<file path="config.mk">
export PLATFORM = sky130hd
export DESIGN_NAME = mac_tile_scheduler
export DESIGN_NICKNAME = d
export VERILOG_FILES = /design/src/rtl/mac_tile_scheduler.sv
export SDC_FILE = /design/constraint.sdc
export NUM_CORES = 1
export LEC_CHECK = 0
export ABC_AREA = 0
export CAP_MARGIN = 20
export CELL_PAD_IN_SITES_DETAIL_PLACEMENT = 1
export CELL_PAD_IN_SITES_GLOBAL_PLACEMENT = 1
export CORE_ASPECT_RATIO = 1.5
export CORE_MARGIN = 2
export CORE_UTILIZATION = 45
export DETAILED_ROUTE_END_ITERATION = 16
export DONT_BUFFER_PORTS = 1
export MAX_ROUTING_LAYER = met4
export PLACE_DENSITY_LB_ADDON = 0.1
export SYNTH_ARGS = -nofsm -noshare
export SYNTH_HDL_FRONTEND = slang
export SYNTH_SLANG_ARGS = --single-unit
</file>
<file path="constraint.sdc">
create_clock -name clk -period 6.7 [get_ports clk]
set_clock_uncertainty 0.2 [all_clocks]
set_input_delay 1.34 -clock clk [delete_from_list [all_inputs] [get_ports clk]]
set_output_delay 1.34 -clock clk [all_outputs]
set_load 0.01 [all_outputs]
</file>
<file path="src/rtl/mac_tile_scheduler.sv">
// rtl/mac_tile_scheduler.sv - output-tile sequencer for the 16-lane MAC array and accumulator collector
//
// Accepts one tile command, issues operand-buffer reads for k_len accumulation
// passes of ROWS collector entries (plus an optional VSQ scale pass), aligns the
// MAC valid/mode strobes with the buffer read latency, then requests and tracks
// the collector PPU readout.
//
// Ports:
//   clk, rst_n                     clock, asynchronous active-low reset
//   cmd_valid/cmd_ready            command handshake (ready only in IDLE)
//   cmd_mode, cmd_k_len, cmd_vsq_en command fields
//   hold                           buffer backpressure, stalls read issue
//   a_rd_en/a_rd_addr              weight buffer read (block index k)
//   b_rd_en/b_rd_addr              activation buffer read (k*16+row)
//   s_rd_en/s_rd_addr              scale-factor read during the VSQ pass
//   mac_valid, is_int8_mode, is_int4_mode, is_vsq   MAC strobes
//   acc_start, acc_mac_done, acc_ppu                collector controls
//   ppu_out_valid, ppu_row                          collector readout tracking
//   busy, done, err                                 status

module mac_tile_scheduler #(
  parameter int K_MAX  = 32,
  parameter int RD_LAT = 1,
  parameter int ROWS   = 16
) (
  input  logic       clk,
  input  logic       rst_n,
  input  logic       cmd_valid,
  output logic       cmd_ready,
  input  logic [1:0] cmd_mode,
  input  logic [5:0] cmd_k_len,
  input  logic       cmd_vsq_en,
  input  logic       hold,
  output logic       a_rd_en,
  output logic [4:0] a_rd_addr,
  output logic       b_rd_en,
  output logic [8:0] b_rd_addr,
  output logic       s_rd_en,
  output logic [3:0] s_rd_addr,
  output logic       mac_valid,
  output logic       is_int8_mode,
  output logic       is_int4_mode,
  output logic       is_vsq,
  output logic       acc_start,
  output logic       acc_mac_done,
  output logic       acc_ppu,
  output logic       ppu_out_valid,
  output logic [3:0] ppu_row,
  output logic       busy,
  output logic       done,
  output logic       err
);

  typedef enum logic [2:0] {
    S_IDLE, S_START, S_ACCUM, S_VSQ, S_FLUSH, S_PPU_REQ, S_PPU_DRAIN, S_DONE
  } state_t;

  localparam logic [3:0] LAST_ROW = 4'(ROWS - 1);
  localparam logic [6:0] KMAX_W   = 7'(K_MAX);
  // Every delay-line stage except the output stage; when these are empty the
  // line is empty from the next cycle on.
  localparam logic [RD_LAT-1:0] PRE_MASK = {RD_LAT{1'b1}} >> 1;

  state_t      state_q;
  logic [5:0]  k_q;
  logic [3:0]  row_q;
  logic [5:0]  k_len_q;
  logic        int4_q;
  logic        vsq_en_q;
  logic        acc_start_q;
  logic        acc_ppu_q;
  logic        ppu_valid_q;
  logic [3:0]  ppu_row_q;
  logic        done_q;
  logic        err_q;

  logic [RD_LAT-1:0] dl_vld_q;
  logic [RD_LAT-1:0] dl_vsq_q;
  logic              dl_in_vld_d;
  logic              dl_in_vsq_d;
  logic              dl_drained;
  logic              cmd_illegal;

  assign cmd_illegal = (cmd_k_len == 6'd0) || ({1'b0, cmd_k_len} > KMAX_W) || cmd_mode[1];

  // Reads are issued straight from the state and counters so hold takes
  // effect in the same cycle it is raised.
  assign a_rd_en   = (state_q == S_ACCUM) & ~hold;
  assign b_rd_en   = (state_q == S_ACCUM) & ~hold;
  assign s_rd_en   = (state_q == S_VSQ) & ~hold;
  assign a_rd_addr = k_q[4:0];
  assign b_rd_addr = {k_q[4:0], row_q};
  assign s_rd_addr = row_q;

  assign dl_in_vld_d = a_rd_en | s_rd_en;
  assign dl_in_vsq_d = s_rd_en;
  assign dl_drained  = ~|(dl_vld_q & PRE_MASK);

  always_ff @(posedge clk or negedge rst_n) begin
    if (!rst_n) begin
      state_q     <= S_IDLE;
      k_q         <= '0;
      row_q       <= '0;
      k_len_q     <= '0;
      int4_q      <= 1'b0;
      vsq_en_q    <= 1'b0;
      acc_start_q <= 1'b0;
      acc_ppu_q   <= 1'b0;
      ppu_valid_q <= 1'b0;
      ppu_row_q   <= '0;
      done_q      <= 1'b0;
      err_q       <= 1'b0;
    end else begin
      acc_start_q <= 1'b0;
      acc_ppu_q   <= 1'b0;
      done_q      <= 1'b0;
      err_q       <= 1'b0;
      case (state_q)
        S_IDLE: begin
          if (cmd_valid) begin
            k_len_q  <= cmd_k_len;
            int4_q   <= cmd_mode[0];
            vsq_en_q <= cmd_vsq_en;
            if (cmd_illegal) begin
              err_q <= 1'b1;
            end else begin
              state_q     <= S_START;
              acc_start_q <= 1'b1;
            end
          end
        end
        S_START: begin
          state_q <= S_ACCUM;
          k_q     <= '0;
          row_q   <= '0;
        end
        S_ACCUM: begin
          if (!hold) begin
            row_q <= row_q + 4'd1;
            if (row_q == LAST_ROW) begin
              if (k_q == k_len_q - 6'd1) begin
                k_q     <= '0;
                state_q <= vsq_en_q ? S_VSQ : S_FLUSH;
              end else begin
                k_q <= k_q + 6'd1;
              end
            end
          end
        end
        S_VSQ: begin
          if (!hold) begin
            row_q <= row_q + 4'd1;
            if (row_q == LAST_ROW) state_q <= S_FLUSH;
          end
        end
        S_FLUSH: begin
          // Leaving only once the last issue is at the output stage keeps
          // acc_ppu strictly after the final acc_mac_done.
          if (dl_drained) begin
            state_q   <= S_PPU_REQ;
            acc_ppu_q <= 1'b1;
          end
        end
        S_PPU_REQ: begin
          state_q     <= S_PPU_DRAIN;
          ppu_valid_q <= 1'b1;
          ppu_row_q   <= '0;
        end
        S_PPU_DRAIN: begin
          if (ppu_row_q == LAST_ROW) begin
            state_q     <= S_DONE;
            ppu_valid_q <= 1'b0;
            ppu_row_q   <= '0;
            done_q      <= 1'b1;
          end else begin
            ppu_row_q <= ppu_row_q + 4'd1;
          end
        end
        S_DONE: begin
          state_q <= S_IDLE;
        end
        default: begin
          state_q <= S_IDLE;
        end
      endcase
    end
  end

  // Issue-to-MAC delay line; it keeps shifting through hold so in-flight
  // operands still reach the MAC.
  always_ff @(posedge clk or negedge rst_n) begin
    if (!rst_n) begin
      dl_vld_q <= '0;
      dl_vsq_q <= '0;
    end else begin
      dl_vld_q[0] <= dl_in_vld_d;
      dl_vsq_q[0] <= dl_in_vsq_d;
      for (int i = 1; i < RD_LAT; i++) begin
        dl_vld_q[i] <= dl_vld_q[i-1];
        dl_vsq_q[i] <= dl_vsq_q[i-1];
      end
    end
  end

  assign mac_valid    = dl_vld_q[RD_LAT-1];
  assign acc_mac_done = dl_vld_q[RD_LAT-1];
  assign is_vsq       = dl_vld_q[RD_LAT-1] & dl_vsq_q[RD_LAT-1];
  assign is_int8_mode = dl_vld_q[RD_LAT-1] & ~dl_vsq_q[RD_LAT-1] & ~int4_q;
  assign is_int4_mode = dl_vld_q[RD_LAT-1] & ~dl_vsq_q[RD_LAT-1] & int4_q;

  assign cmd_ready     = (state_q == S_IDLE);
  assign busy          = (state_q != S_IDLE);
  assign acc_start     = acc_start_q;
  assign acc_ppu       = acc_ppu_q;
  assign ppu_out_valid = ppu_valid_q;
  assign ppu_row       = ppu_row_q;
  assign done          = done_q;
  assign err           = err_q;

endmodule

</file>
**Yosys cells after proc, flatten, opt, wreduce, memory -nomap -nowiden**

Index checks and enable logic that the tools add are counted.

- Bits of input ports: 13
- Bits in writable memories: 0
- Bits in read-only memories: 0
- Bits in latches: 0
- Memories kept: 0
- Output and inout port bits: 37
- Register bits after elaboration: 32
- Word-level logic and storage cells: 91

- Bitwise operators: 10
- $add $sub $neg: 4
- Muxes and demuxes: 29
- Magnitude comparators: 1
- Reductions and logical operators: 14
- $mul: 0
- Eq/ne operators: 19
- Div/mod/pow operators: 0
- Shift operators: 0

Operators by type and width:

| kind | number |
|---|---|
| $mux W3 | 9 |
| $pmux W3 S8 | 1 |
| $mux W6 | 3 |
| $pmux W4 S2 | 2 |
| $eq A3 B3 Y1 const B | 4 |
| $ne A2 B2 Y1 const B | 6 |
| $pmux W6 S2 | 1 |
| $mux W1 | 10 |
| $add A4 B1 Y4 const B | 2 |
| $eq A4 B4 Y1 const B | 2 |
| $mux W4 | 2 |
| $reduce_and A8 Y1 | 1 |
| $add A6 B1 Y6 const B | 1 |
| $and A1 B1 Y1 | 6 |
| $eq A3 B2 Y1 const B | 2 |
| $eq A6 B6 Y1 | 1 |
| $gt A6 B6 Y1 const B | 1 |
| $logic_not A6 Y1 | 1 |
| $ne A2 B1 Y1 const B | 3 |
| $reduce_and A2 Y1 | 3 |
| $reduce_bool A2 Y1 | 3 |
| $sub A6 B1 Y6 const B | 1 |
| $eq A3 B1 Y1 const B | 1 |
| $logic_not A3 Y1 | 1 |
| other kinds (7) | 10 |

**Logic depth before layout (Yosys ltp)**

- Word-level depth: 6
- Mapped depth: 8
- Gate-level depth less buffers: 8

**Worst setup path before layout**

No wires, ideal clock.

- Path kind: input port to output port
- Start: input hold
- End: output b_rd_en
- Path buffers: 2
- Path slack: 3.127 ns
- Data required time: 5.160 ns
- Stages on the path: 3
- Data arrival time: 2.033 ns
- Cells stage by stage: buf_2 -> nor3_1 -> buf_4

- Longest elaborated chain between the ends: 2

RTL lines:

| element | RTL line | source |
|---|---|---|
| start: declaration | 33 | `input logic hold,` |
| $not A1 Y1 | -- |  |
| $and A1 B1 Y1 | -- |  |
| end: declaration | 36 | `output logic b_rd_en,` |

Every way passes these cells.

**Worst setup path in the final report**

- Start: input hold
- End: output b_rd_en

- Longest elaborated chain between the ends: 2

RTL lines:

| element | RTL line | source |
|---|---|---|
| $not A1 Y1 | 89 | `assign b_rd_en = (state_q == S_ACCUM) & ~hold;` |
| $and A1 B1 Y1 | 89 |  |

Every way passes these cells.

==> metrics.csv <==
metric;value;unit
clkSlewWorstSetupHoldPaths;0.06;ns
worstMarginPinSlew;0.695;ns
syn_inst;200;
max-vdd-ir-drop;0.276;mV
grt_pass1_vias;1490;
min-delay-path-class;reg -> reg;
path_max_fanout;9;
critPathCaptureType;output pin;
areaGrowthSynthToFinish;0.599;%
worst_ep_arrival_time;1.90;ns
dp_cells;224;
drt_iter0_markers;45;
std_cell_rows;28;
maxSlewHeadroom;53.3;%
num_vias;1379;
seq_area_frac_synth;42.6;%
coreArea;3990;µm²
die_w;56.8;µm
async_flop_share;100;%
syn_area;1880;µm²
total_power;0.000963;W
power.density;509;nW/µm²
ys_types;41;
hold_violations;0;
n_antenna_cell;0;
dieArea;4730;µm²
gr-total-overflow;0;
detailedPlace.worstSlack;3.26;ns
globalplace.congestion;0.778;
syn_area_per_cell;9.41;µm²
synthFlopType;dfrtp_1;
grt_max_degree;33;
whs;0.362;ns
cts_resized;0;
clockRootBuffer;clkbuf_8;
die_h;83.2;µm
drv_cap;0;
final_net_count;203;
setup_tns;0;ns
rsz0062_at_grt;false;
viasPerCell;5.97;
critical_path_required;5.16;ns
layoutNonFillerInstCount;231;
dr.pass1.iters;4;
cts_buffers;5;
synth_edf_count;0;
final_cell_mix;dfrtp_1, nand2_1, o21ai_0, inv_1, a21oi_1;
slowest_stage;nor3_1;
cp_slowest_stage_delay;0.56;ns
htreeDepth;2;
ys_warn_count;0;
start_util;47.1;%
period_minus_slack;3.44;ns
timing.final.ws_setup;3.26;ns
status;complete, no violations;
clock-sinks;32;
leakage;0.801;nW
ant_nets;0;
crit_chain;nor3_1;
postCtsSetupBuffers;0;
period_share;51.3;%
post-route-drc-count;0;
wl_per_cell;18.8;µm
cpLargestDelayFamily;simple AND/OR/NAND/NOR gates;
antenna_found_initial;0;
io_buffers;0;
drive_gt1_share;12.9;%
clock_path_buffers;2;
path_buf_inv;0;
max_freq;0.291;GHz
dpl.hpwl;3290;µm
routed_wl;4340;µm
finalMaxSlewViolations;0;
cts_tree;yes;
cts_hold_buf;0;
mostFrequentLayoutCell;dfrtp_1;
ys_seq_elements;32;
synth_fp_nets;217;
clock_latency;0.28;ns
critPathKind;in -> out;
cp-start-kind;input pin;
ios;50;
grt_pass1_wl;7330;µm
setup_viol;0;
track_usage;20.2;%
==> stage by stage <==
| stage | area (µm²) | util (%) |
|---|---|---|
| 6_report | 1890 | 47.4 |
| 5_1_grt | 1890 | 47.4 |
| 4_1_cts | 1890 | 47.4 |
| 3_5_place_dp | 1800 | 45.0 |
| 3_3_place_gp | 1800 | 45.0 |
| 2_1_floorplan | 1880 | - |
==> cells in the mapped netlist (all sizes together), types with 2 or more instances <==
library cell,instances,area (µm²)
xor2,2,17.5
dfrtp,32,801
nand4,3,18.8
ha,4,50.1
nand3,8,40.0
o31ai,2,20.0
buf,18,130
o21ai,16,80.1
inv,13,48.8
nand2,19,71.3
nor2b,3,18.8
xnor2,8,70.1
mux2,8,90.1
o22ai,3,18.8
a21oi,13,65.1
nor2,10,37.5
clkbuf,3,11.3
and3,3,20.0
nor3,11,55.1
nand2b,3,26.3
and3b,2,17.5
==> power breakdown <==
| group | switching (W) | internal (W) | leakage [nW] |
|---|---|---|---|
| sequential | 0.000167 | 0.000268 | 0.393 |
| clock | 0.0000680 | 0.0000914 | 0.0503 |
| combinational | 0.000205 | 0.000163 | 0.357 |
==> final timing paths <==
| path | from | to | slack, ns | cells past startpoint |
|---|---|---|---|---|
| max | hold | b_rd_en | 3.26 | 1 |
| min | k_len_q[5]$_DFFE_PN0P_ | k_len_q[5]$_DFFE_PN0P_ | 0.36 | 1 |
| max reg2reg | s_rd_addr[0]$_DFFE_PN0P_ | k_q[5]$_DFFE_PN0P_ | 4.32 | 7 |
| min reg2reg | k_len_q[5]$_DFFE_PN0P_ | k_len_q[5]$_DFFE_PN0P_ | 0.36 | 1 |
| max in group asynchronous | rst_n | k_len_q[5]$_DFFE_PN0P_ | 5.67 | 0 |
| min in group asynchronous | rst_n | k_q[4]$_DFFE_PN0P_ | 0.54 | 0 |
==> metal layers <==
layer	global-route usage, %	part of all wire (%)	wire length (µm)
met3	4.21	3.6	158
met2	36.4	56	2440
met1	21.5	39	1690
met5	-	0	0
met4	6.98	1.2	50
==> cells by family (layout without fill, tap and decap cells) <==
family,Yosys count,in the layout,synth area share (%)
AOI/OAI and AO/OA,41,41,14.9
xor gates and xnor gates,10,10,4.65
adders and majority gates,4,4,2.66
buffers and inverters,34,20,10.1
DFF,32,32,42.6
muxes,9,9,5.32
and+or+nand+nor,70,70,19.8
==> final cells by class <==
type | count | area, µm²
clock buffers | 7 | 96.3
flip-flops and latches | 32 | 801
multi-input cells | 134 | 891
fillers | 482 | 2100
inverters | 13 | 48.8
well taps | 45 | 56.3
==> sequential cells by signal, summed over array words and instances (netlist names) <==
signal and count:
acc_ppu 1, k_q 6, state_q 3, k_len_q 6, ppu_out_valid 1, err 1
vsq_en_q 1, done 1, acc_start 1, int4_q 1, acc_mac_done 1, dl_vsq_q 1
s_rd_addr 4, ppu_row 4
Note: power is estimated with default switching activity, not from simulation.
